## config.mk

```make
export PLATFORM = sky130hd
export DESIGN_NAME = multicycle_ctrl
export DESIGN_NICKNAME = d
export VERILOG_FILES = /design/src/rtl/multicycle_ctrl.sv
export SDC_FILE = /design/constraint.sdc
export NUM_CORES = 1
export LEC_CHECK = 0
export BUFFER_PORTS_ARGS = -buffer_cell sky130_fd_sc_hd__buf_2
export CORE_MARGIN = 8
export CORE_UTILIZATION = 47
export CTS_BUF_LIST = sky130_fd_sc_hd__clkbuf_16
export CTS_CLUSTER_SIZE = 24
export DETAILED_ROUTE_END_ITERATION = 8
export PLACE_DENSITY = 0.76
export SLEW_MARGIN = 20
export SYNTH_ARGS = -nofsm -noshare
export SYNTH_HDL_FRONTEND = slang
export SYNTH_SLANG_ARGS = --single-unit
export TNS_END_PERCENT = 5
```

## constraint.sdc

```tcl
create_clock -name clk -period 1.9 [get_ports clk]
set_clock_uncertainty 0.2 [all_clocks]
set_input_delay 0.095 -clock clk [delete_from_list [all_inputs] [get_ports clk]]
set_output_delay 0.095 -clock clk [all_outputs]
set_load 0.02 [all_outputs]
```

## src/rtl/multicycle_ctrl.sv

```systemverilog
// Multi-cycle control unit: sequences IF/ID/EXE/MEM/WB and decodes all datapath
// enables and ALU32 controls from the registered state and the opcode.
module multicycle_ctrl (
    input  logic       clk,
    input  logic       reset,
    input  logic [5:0] op,
    input  logic       zero,
    input  logic       sign,
    output logic [2:0] ALUopcode,
    output logic       ALUSrcB,
    output logic       ExtSel,
    output logic       PCWre,
    output logic [1:0] PCSrc,
    output logic       IRWre,
    output logic       RegWre,
    output logic       RegDst,
    output logic       WrRegDSrc,
    output logic       mRD,
    output logic       mWR,
    output logic [2:0] state
);

    typedef enum logic [2:0] {
        S_IF     = 3'b000,
        S_ID     = 3'b001,
        S_EXE_LS = 3'b010,
        S_MEM    = 3'b011,
        S_WB_LD  = 3'b100,
        S_EXE_BR = 3'b101,
        S_EXE_AL = 3'b110,
        S_WB_AL  = 3'b111
    } state_t;

    localparam logic [5:0] OP_ADD   = 6'b000000;
    localparam logic [5:0] OP_SUB   = 6'b000001;
    localparam logic [5:0] OP_ADDIU = 6'b000010;
    localparam logic [5:0] OP_ANDI  = 6'b010000;
    localparam logic [5:0] OP_AND   = 6'b010001;
    localparam logic [5:0] OP_ORI   = 6'b010010;
    localparam logic [5:0] OP_OR    = 6'b010011;
    localparam logic [5:0] OP_SLT   = 6'b100110;
    localparam logic [5:0] OP_SLTIU = 6'b100111;
    localparam logic [5:0] OP_SW    = 6'b110000;
    localparam logic [5:0] OP_LW    = 6'b110001;
    localparam logic [5:0] OP_BEQ   = 6'b110100;
    localparam logic [5:0] OP_BNE   = 6'b110101;
    localparam logic [5:0] OP_BLTZ  = 6'b110110;
    localparam logic [5:0] OP_J     = 6'b111000;
    localparam logic [5:0] OP_HALT  = 6'b111111;

    state_t state_q, state_d;
    logic   halt_q, halt_d;

    always_ff @(posedge clk) begin
        if (reset) begin
            state_q <= S_IF;
            halt_q  <= 1'b0;
        end else begin
            state_q <= state_d;
            halt_q  <= halt_d;
        end
    end

    // HALT is ID with halt_q set, so the debug state port keeps showing 001.
    always_comb begin
        state_d = state_q;
        halt_d  = halt_q;
        case (state_q)
            S_IF: state_d = S_ID;
            S_ID: begin
                if (!halt_q) begin
                    case (op)
                        OP_J:                     state_d = S_IF;
                        OP_HALT:                  halt_d  = 1'b1;
                        OP_BEQ, OP_BNE, OP_BLTZ:  state_d = S_EXE_BR;
                        OP_LW, OP_SW:             state_d = S_EXE_LS;
                        default:                  state_d = S_EXE_AL;
                    endcase
                end
            end
            S_EXE_AL: state_d = S_WB_AL;
            S_WB_AL:  state_d = S_IF;
            S_EXE_BR: state_d = S_IF;
            S_EXE_LS: state_d = S_MEM;
            S_MEM:    state_d = (op == OP_LW) ? S_WB_LD : S_IF;
            S_WB_LD:  state_d = S_IF;
            default:  state_d = S_IF;
        endcase
    end

    logic       is_r, is_i, taken;
    logic [2:0] alu_code;

    always_comb begin
        is_r = (op == OP_ADD) || (op == OP_SUB) || (op == OP_AND) ||
               (op == OP_OR)  || (op == OP_SLT);
        is_i = (op == OP_ADDIU) || (op == OP_ANDI) || (op == OP_ORI) ||
               (op == OP_SLTIU);
        case (op)
            OP_SUB, OP_BEQ, OP_BNE, OP_BLTZ: alu_code = 3'd1;
            OP_AND, OP_ANDI:                 alu_code = 3'd2;
            OP_OR, OP_ORI:                   alu_code = 3'd3;
            OP_SLTIU:                        alu_code = 3'd4;
            OP_SLT:                          alu_code = 3'd5;
            default:                         alu_code = 3'd0;
        endcase
        case (op)
            OP_BEQ:  taken = zero;
            OP_BNE:  taken = !zero;
            OP_BLTZ: taken = sign;
            default: taken = 1'b0;
        endcase
    end

    always_comb begin
        ALUopcode = '0;
        ALUSrcB   = 1'b0;
        ExtSel    = 1'b0;
        PCWre     = 1'b0;
        PCSrc     = 2'b00;
        IRWre     = 1'b0;
        RegWre    = 1'b0;
        RegDst    = 1'b0;
        WrRegDSrc = 1'b0;
        mRD       = 1'b0;
        mWR       = 1'b0;
        state     = reset ? '0 : state_q;
        if (!reset && !halt_q) begin
            // ALU controls stay driven from EXE through MEM/WB so the result holds.
            if (state_q != S_IF && state_q != S_ID) begin
                ALUopcode = alu_code;
                ALUSrcB   = is_i || (op == OP_LW) || (op == OP_SW);
                ExtSel    = !((op == OP_ANDI) || (op == OP_ORI));
            end
            case (state_q)
                S_IF: IRWre = 1'b1;
                S_ID: begin
                    if (op == OP_J) begin
                        PCWre = 1'b1;
                        PCSrc = 2'b10;
                    end
                end
                S_EXE_BR: begin
                    PCWre = 1'b1;
                    PCSrc = {1'b0, taken};
                end
                S_WB_AL: begin
                    RegWre = is_r || is_i;
                    RegDst = is_r;
                    PCWre  = 1'b1;
                end
                S_MEM: begin
                    mWR   = (op == OP_SW);
                    mRD   = (op == OP_LW);
                    PCWre = (op == OP_SW);
                end
                S_WB_LD: begin
                    RegWre    = 1'b1;
                    WrRegDSrc = 1'b1;
                    mRD       = 1'b1;
                    PCWre     = 1'b1;
                end
                default: ;
            endcase
        end
    end

endmodule
```

# After elaboration in Yosys (flattened, before gate mapping)
# Index checks and enable logic that the tools add are counted.
# word_totals
reg_bits	4
wordCells	87
# op_classes
n_mux	33
reduce_logical	27
eq_ne	25
# op_table
op	n
$eq A6 B6 Y1 const B	9
$eq A6 B5 Y1 const B	4
$mux W1	18
$pmux W3 S6	1
$mux W3	5
$pmux W3 S5	1
$eq A3 B3 Y1 const B	4
$pmux W3 S4	1
$logic_or A1 B1 Y1	11
$eq A3 B2 Y1 const B	2
$eq A6 B1 Y1 const B	1
$eq A6 B2 Y1 const B	1
$logic_not A6 Y1	1
$pmux W1 S3	2
$reduce_or A2 Y1	3
$reduce_or A3 Y1	2
$logic_not A1 Y1	4
$mux W2	2
$ne A2 B2 Y1 const B	2
$pmux W1 S2	2
$pmux W2 S2	1
$reduce_or A4 Y1	1
$eq A3 B1 Y1 const B	1
$logic_not A3 Y1	1
other kinds (4)	5

# Depth between registers and ports, before layout
# logic_depth
depth_word	8
depth_mapped	6

# Worst setup path after synthesis
# Ideal clock, no wire load.
# synth_timing
path_kind	register to output
startpoint	register halt_q
endpoint	output mWR
slack_ns	-0.132
n_path_buf	0
arrival_time_ns	1.737
path_stages_with_launch	4
path_cell_list	dfxtp_1 -> or3_4 -> or3_4 -> nor4_1
# synth_via
elab_chain_len	3
# synth_rtl
element	line	text
start: declaration	52	logic halt_q, halt_d;
start signal: assignment	60	halt_q <= halt_d;
$logic_not A1 Y1	128	if (!reset && !halt_q) begin
$logic_and A1 B1 Y1	128	
$mux W1	128	
end: declaration	19	output logic mWR,
# Every way passes these cells.

# Final worst setup path
# layout_timing
startpoint	register state_q[2]
endpoint	output mWR
# layout_via
elab_chain_len	3
# layout_rtl
element	line	text
start: declaration	51	state_t state_q, state_d;
start signal: assignment	59	state_q <= state_d;
$eq A3 B2 Y1	135	case (state_q)
$mux W1	135	
$mux W1	128	
# Every way passes these cells.

==> impl_metrics.py <==
metrics = {
    "power": {
        "leakage_nw": 0.417,
        "max-vdd-ir-drop_uv": 441,
        "total_power_w": 0.000651,
        "pwr_density_cell_nw_per_um2": 680,
    },
    "logic_synthesis": {
        "ys_seq_area_share_pct": 12.1,
        "synth_common_cells": "nor2_1, nand2_1, nor3_1",
        "synthFlopType": "dfxtp_1",
        "synth_area_leaders": "dfxtp_1, nor3_1, nor2_1, a21oi_1, nand2_1",
        "post-synth-top-area-cell": "dfxtp_1",
        "yosysMostFrequentCell": "nor2_1",
        "syn_nets": 114,
        "synth_top_area_share_pct": 12.1,
        "syn_area_sq_um": 664,
        "ys_async_sr_fraction_pct": 0,
        "syn_inst": 104,
        "synth_edf_count": 0,
        "ys_types": 39,
        "synth-seq-cells": 4,
        "ys_warn_count": 0,
        "syn_avg_cell_area_sq_um": 6.39,
    },
    "worst_setup_path": {
        "regToRegStartpoint": "state_q[2]",
        "required_ns": 1.60,
        "crit_type": "flip-flop to output pin",
        "start_kind": "flip-flop",
        "ff2ff_path_depth": 5,
        "crit_path_max_incr_delay_ns": 0.38,
        "worstReg2RegEnd": "state_q[2]",
        "crit_end": "mWR",
        "cp.depth": 5,
        "worst-path-max-fanout": 2,
        "critical_path_arrival_ns": 1.70,
        "crit_start": "state_q[2]",
        "slowest_stage": "or3_4",
        "rrSetupSlack_ns": 0.47,
        "crit_path_end_kind": "output pin",
        "worstPathCellList": "or3_4 > or3_4 > buf_4 > nor4_4 > buf_4",
        "critPathTopFamily": "simple AND/OR/NAND/NOR gates",
        "critPathBufInv": 2,
    },
    "routing": {
        "wl_microns": 2440,
        "routed_via_density": 6.25,
        "ant_nets": 0,
        "drc": 0,
        "wl_per_cell_microns": 16.5,
        "drt_iter0_markers": 40,
        "dr.pass1.iters": 4,
        "dr_total_vias": 925,
    },
    "min_path": {
        "min_path_type": "input port to flip-flop",
    },
    "sta": {
        "relSlewSlack_pct": 68.9,
        "setup_slack_ns": -0.0927,
        "min_period_over_period_pct": 105,
        "fin_crit_ns": 1.99,
        "worst_pin_slew_ns": 0.462,
        "finalHoldViolCount": 0,
        "grt_setup_unrepaired": "yes",
        "drv_slew": 0,
        "finalSetupViolations": 2,
        "whs_ns": 0.220,
        "fmax_mhz": 502,
    },
    "global_route": {
        "track_usage_pct": 17.6,
        "grt-ovfl-total": 0,
        "grt_pass1_wl_microns": 3860,
        "grt_max_degree": 18,
        "antenna_found_initial": 0,
        "grt_pass1_vias": 874,
    },
    "finish": {
        "drive_gt1_share_pct": 37.6,
        "finalCoreUtilization_pct": 72.6,
        "area_growth_pct": 44.1,
        "antenna_cells": 0,
        "nNetsFinal": 145,
        "final_cell_area_sq_um": 957,
        "num-fill-cells": 103,
    },
    "clock_network": {
        "cts_tree": "yes",
        "cts-root-buf": "clkbuf_16",
        "clockBufferDepth": 2,
        "clock_sinks": 4,
        "clk_pin_slew_ns": 0.03,
        "clock_latency_ns": 0.22,
        "numCtsBuffers": 3,
        "htree_levels": 1,
    },
    "place": {
        "hpwlAfterDp_microns": 1650,
        "postPlaceCellArea_sq_um": 816,
        "gp_congestion": 0.896,
        "port_buffers": 26,
    },
    "floorplan": {
        "die_w_microns": 53.6,
        "placementRows": 13,
        "fp.dieH_microns": 53.6,
        "core-area_sq_um": 1320,
        "die_area_sq_um": 2870,
        "start_util_pct": 50.4,
        "ioPinCount": 27,
    },
    "flow_run": {
        "cap_violations": 0,
    },
    "status": {
        "outcome": "complete, but fails checks",
        "violations": "negative setup slack",
    },
}
cells in the final DEF, fill, tap and decap left out, types with 2 or more instances in the layout:
| cell type | n |
|---|---|
| nor3b_1 | 3 |
| nand3b_1 | 2 |
| and2b_2 | 2 |
| a31oi_1 | 3 |
| and3_1 | 2 |
| nor2b_1 | 2 |
| nor2_1 | 11 |
| buf_2 | 24 |
| nand2_1 | 8 |
| a311oi_1 | 3 |
| a21o_1 | 2 |
| nor3_1 | 9 |
| nand2b_1 | 3 |
| o211ai_1 | 2 |
| buf_4 | 10 |
| inv_1 | 4 |
| clkbuf_16 | 3 |
| a21oi_1 | 7 |
| o21ai_0 | 4 |
| dfxtp_2 | 2 |
| or3_4 | 2 |
| dfxtp_1 | 2 |
flip-flops by register name, indices dropped and copies added (netlist names):
register / count
halt_q: 1
state_q: 3
worst min path at each step:
stage / startpoint / endpoint / slack, ns / cells after the start
floorplan: reset / state_q[1] / 0.08 / 2
global placement: reset / state_q[1] / 0.17 / 2
detailed placement: reset / state_q[1] / 0.17 / 2
CTS: op[1] / state_q[2] / 0.21 / 3
global route: op[1] / state_q[2] / 0.30 / 3
finish: op[1] / state_q[2] / 0.22 / 3
repair_timing:
action | 4_1_cts | 5_1_grt
endpoints found under the setup margin | 3 | 6
hold endpoints to repair | 4 | 0
buffers inserted | 2 | 1
pin swaps | 6 | 3
resized for setup | 6 | 4
hold buffers | 1 | 0
report_power, final:
group,internal (W),switching [W],leakage [nW],total [W]
clock,0.000268,0.0000548,0.0370,0.000323
sequential,0.0000932,0.00000507,0.0338,0.0000983
combinational,0.0000916,0.000138,0.346,0.000230
total,0.000453,0.000198,0.417,0.000651
cells by family (layout without fill, tap and decap cells):
logic type / after synthesis / after routing / share of synthesized area (%)
and+or+nand+nor: 56 / 56 / 48.2
AOI/OAI and AO/OA: 29 / 29 / 28.8
DFF: 4 / 4 / 12.1
xor gates and xnor gates: 1 / 1 / 1.32
buffers and inverters: 14 / 43 / 9.60
layer usage:
layer	global-route usage [%]	share of wire [%]	vias to the layer above
met3	3.86	7.3	14
met2	29.5	50	51
li1	-	-	441
met1	19.2	38	419
met4	12.6	4.9	0
met5	0	0	-
worst min-delay path: stages:
cell      delay (ns)
buf_2           0.20
o21ai_0         0.20
a311oi_1        0.10
final cells by class:
cell class,count,area [sq um],share of cell area [%]
multi-input combinational,86,549,57.4
clock buffer,3,75.1,7.84
tap,15,18.8,1.96
timing repair buffer,36,216,22.6
sequential,4,82.6,8.63
inverter,4,15.0,1.57
per-stage QoR:
stage          std cells  worst slack, ns  TNS [ns]
2_1_floorplan        104           0.0608         0
3_3_place_gp         141            0.135         0
3_5_place_dp         141           0.0994         0
4_1_cts              147          -0.0688   -0.0888
5_1_grt              148           -0.131    -0.289
6_report             148          -0.0927    -0.178
Power figures use the tool's default switching activity.
